### config.mk
export PLATFORM = sky130hd
export DESIGN_NAME = lsz_detector
export DESIGN_NICKNAME = d
export VERILOG_FILES = /design/src/rtl/sobol_rng_pkg.sv /design/src/rtl/lsz_prio_enc.sv /design/src/rtl/lsz_detector.sv
export SDC_FILE = /design/constraint.sdc
export NUM_CORES = 1
export LEC_CHECK = 0
export ABC_CLOCK_PERIOD_IN_PS = 800
export BUFFER_PORTS_ARGS = -buffer_cell sky130_fd_sc_hd__buf_2
export CAP_MARGIN = 20
export CORE_AREA = 3 3 40 42
export DETAILED_ROUTE_END_ITERATION = 8
export DIE_AREA = 0 0 43 45
export HOLD_SLACK_MARGIN = 0.1
export MAX_ROUTING_LAYER = met4
export PLACE_DENSITY_LB_ADDON = 0.08
export SYNTH_ARGS = -nofsm -noshare
export SYNTH_HDL_FRONTEND = slang
export SYNTH_SLANG_ARGS = --single-unit
### constraint.sdc
create_clock -name clk -period 0.8 [get_ports clk]
set_input_delay 0.24 -clock clk [delete_from_list [all_inputs] [get_ports clk]]
set_output_delay 0.24 -clock clk [all_outputs]
set_load 0.01 [all_outputs]
### src/rtl/sobol_rng_pkg.sv
// Shared definitions for the 8-bit Sobol RNG: default word widths and the
// constant clog2 helper used to derive index widths.
package sobol_rng_pkg;

    localparam int unsigned LSZ_INWIDTH = 8;

    function automatic int unsigned clog2(input int unsigned value);
        int unsigned result;
        result = 0;
        for (int unsigned i = 0; i < 32; i++) begin
            if ((32'd1 << i) < value) begin
                result = i + 1;
            end
        end
        return result;
    endfunction

    localparam int unsigned LSZ_LOGINWIDTH = clog2(LSZ_INWIDTH);

endpackage

### src/rtl/lsz_prio_enc.sv
// Combinational least-significant-zero encoder: index of the lowest '0' bit
// plus a flag for words with no zero bit (index then reads 0).
module lsz_prio_enc
    import sobol_rng_pkg::*;
#(
    parameter int unsigned INWIDTH    = LSZ_INWIDTH,
    parameter int unsigned LOGINWIDTH = clog2(INWIDTH)
) (
    input  logic [INWIDTH-1:0]    i_word,
    output logic [LOGINWIDTH-1:0] o_idx,
    output logic                  o_all_ones
);

    // Scan from the MSB down so the last hit wins, giving priority to bit 0.
    always_comb begin
        o_idx = '0;
        for (int unsigned i = INWIDTH; i > 0; i--) begin
            if (!i_word[i-1]) begin
                o_idx = LOGINWIDTH'(i - 1);
            end
        end
        o_all_ones = &i_word;
    end

endmodule

### src/rtl/lsz_detector.sv
// Registered least-significant-zero detector feeding the Sobol direction-vector
// select; one clock of latency, outputs hold while in_valid is low.
module lsz_detector
    import sobol_rng_pkg::*;
#(
    parameter int unsigned INWIDTH    = LSZ_INWIDTH,
    parameter int unsigned LOGINWIDTH = clog2(INWIDTH)
) (
    input  logic                  clk,
    input  logic                  rst_n,
    input  logic [INWIDTH-1:0]    in,
    input  logic                  in_valid,
    output logic [LOGINWIDTH-1:0] out,
    output logic                  all_ones,
    output logic                  out_valid
);

    logic [LOGINWIDTH-1:0] w_idx;
    logic                  w_all_ones;
    logic [LOGINWIDTH-1:0] r_out;
    logic                  r_all_ones;
    logic                  r_out_valid;

    lsz_prio_enc #(
        .INWIDTH    (INWIDTH),
        .LOGINWIDTH (LOGINWIDTH)
    ) u_prio_enc (
        .i_word     (in),
        .o_idx      (w_idx),
        .o_all_ones (w_all_ones)
    );

    always_ff @(posedge clk or negedge rst_n) begin
        if (!rst_n) begin
            r_out       <= '0;
            r_all_ones  <= 1'b0;
            r_out_valid <= 1'b0;
        end else begin
            r_out_valid <= in_valid;
            if (in_valid) begin
                r_out      <= w_idx;
                r_all_ones <= w_all_ones;
            end
        end
    end

    assign out       = r_out;
    assign all_ones  = r_all_ones;
    assign out_valid = r_out_valid;

endmodule

==> run_results.csv <==
group,metric,value,unit
status,status,"finished, violations left",
status,violations,"negative setup slack",
floorplan,io_pins,16,
final_layout,synthToLayoutAreaGrowth,65.5,%
sta,rsz0062_at_grt,"true",
worst_setup_path,critPathArrivalTime,750,ps
synthesis,synth-xor-area-share,0,
worst_setup_path,start_kind,"register",
global_routing,grt_pass1_vias,252,
clock_tree,cts.sinks,5,
synthesis,synth_cell_type_count,14,
final_layout,final_area,427,µm²
pwr,peakVddDrop,0.000704,V
floorplan,start_util,0.201,
worst_setup_path,path_class,"reg -> out",
worst_setup_path,slowest_delay,360,ps
sta,max_freq,1.01,GHz
detailed_routing,drcViolationCount,0,
synthesis,synth_top_area_share,0.485,
synthesis,synth_fa_ha_area_frac,0,
sta,finalSetupViolCount,5,
min_path,min_path_type,"in -> reg",
synthesis,syn_area,258,µm²
sta,finalClockSkew,0,ps
detailed_routing,routed_wl,679,µm
final_layout,drive_gt1_frac,0.529,
clock_tree,cts-root-buf,"clkbuf_4",
sta,setup_ws,-186,ps
detailed_routing,wl_per_cell,10.3,µm
detailed_routing,num_vias,273,
min_path,min_from,"in[1]",
clock_tree,htree_levels,1,
synthesis,synth_seq_cells,5,
clock_tree,numCtsBuffers,3,
synthesis,yosys-mux-area-fraction,0.0388,
worst_setup_path,crit_family,"flip-flops",
clock_tree,cts_buffer_depth,2,
sta,worst_slew_margin_rel,0.867,
clock_tree,path_clk_slew,50,ps
final_layout,diodes,0,
synthesis,synth_compound_area_frac,0.194,
sta,finalHoldViolations,0,
worst_setup_path,crit_path_cell_trace,"buf_2",
detailed_routing,initialDrtViolationCount,4,
worst_setup_path,r2r-start,"out[0]",
worst_setup_path,cp_max_fo,2,
placed_design,hpwl,570,µm
sta,timing.final.crit_share,1.23,
worst_setup_path,worst-path-buf-inv,1,
placed_design,io_buffers,15,
clock_tree,cts_tree,"yes",
detailed_routing,vias_per_cell,4.14,
synthesis,yosysSeqAreaShare,0.485,
clock_tree,clk_latency,240,ps
detailed_routing,ant_nets,0,
synthesis,synth_top_family_by_area,"compound AO/OA/AOI/OAI gates",
worst_setup_path,required,560,ps
floorplan,row_count,13,
synthesis,synth_area_leaders,"dfrtp_1 49%, o32ai_2 6.3%, inv_1 5.8%, nand2_1 5.8%, a31oi_1 4.9%",
floorplan,die_x,43,µm
sta,finalMaxSlewViolations,0,
placed_design,place_area,360,µm²
clock_tree,ctsResizeCount,0,
min_path,min_to,"out[0]",
sta,worst_pin_slew,200,ps
floorplan,fp.coreArea,0.00128,mm²
min_path,min_path_cells,2,
final_layout,final_util,0.332,
synthesis,ys_warn_count,0,
floorplan,die_y,45,µm
global_routing,grt_pass1_wl,1.10,mm
worst_setup_path,r2r_end,"out[0]",
worst_setup_path,reg2reg_depth,3,
placed_design,gp_congestion,0.678,
pwr,leakage,0.220,nW
synthesis,syn_nets,37,
worst_setup_path,rrSetupSlack,20,ps
floorplan,die_area,0.00194,mm²
worst_setup_path,critPathCaptureType,"output pin",
flow_run,cap_violations,0,
final_layout,fin_nets,63,
global_routing,grt_max_degree,8,
global_routing,grt_use_total,0.0861,
synthesis,synth-simple-area-share,0.180,
sta,fin_crit,986,ps
detailed_routing,dr.pass1.iters,4,
synthesis,netlist_instances,26,
synthesis,synth.largest_area_cell,"dfrtp_1",
synthesis,avgSynthCellArea,9.91,µm²
worst_setup_path,critPathSlowestCell,"dfrtp_1",
global_routing,overflow,0,
global_routing,grt_antenna_before_repair,0,
pwr,p_per_area,1630,mW/mm²
## cell usage after synthesis
| cell type | count |
|---|---|
| nand3_2 | 1 |
| nand3_1 | 1 |
| inv_1 | 4 |
| o221ai_1 | 1 |
| o32ai_2 | 1 |
| mux2i_1 | 1 |
| nor2b_1 | 1 |
| nand2_1 | 4 |
| a31oi_1 | 2 |
| and3_1 | 1 |
| buf_6 | 1 |
| o22ai_1 | 2 |
| nor2_1 | 1 |
| dfrtp_1 | 5 |
## registers in the layout, summed over array words and instances (netlist names)
register   cells
out            3
all_ones       1
out_valid      1
## cell usage in the layout, fill, tap and decap left out
cell           count
nor2_1             1
buf_2             15
and3_4             1
nand3_2            1
nor2b_1            1
clkbuf_4           3
o221ai_1           1
inv_1              4
mux2i_1            1
buf_4              6
nand2_1            4
clkbuf_1           1
a31oi_1            2
o32ai_2            1
dlygate4sd3_1      1
nand3_1            1
o22ai_1            2
dfrtp_1            5
## per-layer routing
metal	up-vias	global-route usage	wire length, µm
met5	-	-	0
li1	142	-	-
met1	115	0.102	308
met4	0	0.0904	10
met3	2	0.0398	77
met2	14	0.0988	282
## power breakdown
part	switching, W	internal, W
Clock	0.000105	0.000189
Combinational	0.0000609	0.0000690
Sequential	0.00000528	0.000268
Total	0.000172	0.000525
## cell families after synthesis
kind of cell,count (synthesis)
AND/OR/NAND/NOR,9
buffers and inverters,5
multiplexers,1
AO/OA/AOI/OAI,6
flip-flops,5
## cell type report
class	instances	area, µm²
multi-input cells	16	111
clock buffers	4	26.3
repair buffers	22	130
fillers	142	858
well taps	15	18.8
flip-flops and latches	5	125
inverters	4	15.0
## stage by stage
step                hold slack, ps  setup WS, ps  setup TNS (ps)  std cells  total power [W]
global placement              58.1         -71.8            -195         57         0.000386
global route                   250          -217           -1090         66         0.000743
CTS                            214          -204            -960         64         0.000709
finish                         225          -186            -893         66         0.000697
detailed placement            62.5          -109            -235         57         0.000388
floorplan                    -55.6         -36.5           -36.5         26         0.000328
## worst max-delay path by stage
| stage | startpoint | to | slack, ps | cells after the start |
|---|---|---|---|---|
| floorplan | in_valid | all_ones | -40 | 4 |
| global placement | in[6] | out[0] | -70 | 4 |
| detailed placement | in[3] | all_ones | -110 | 4 |
| CTS | out[2] | out[2] | -200 | 1 |
| global route | all_ones | all_ones | -220 | 1 |
| finish | all_ones | all_ones | -190 | 1 |
## what timing repair did
item,4_1_cts,5_1_grt
cloned,0,0
hold buffers,1,0
endpoints found under the hold margin,5,0
endpoints found under the setup margin,5,6
setup buffers,2,2
Note: power is estimated with default switching activity, not from simulation.
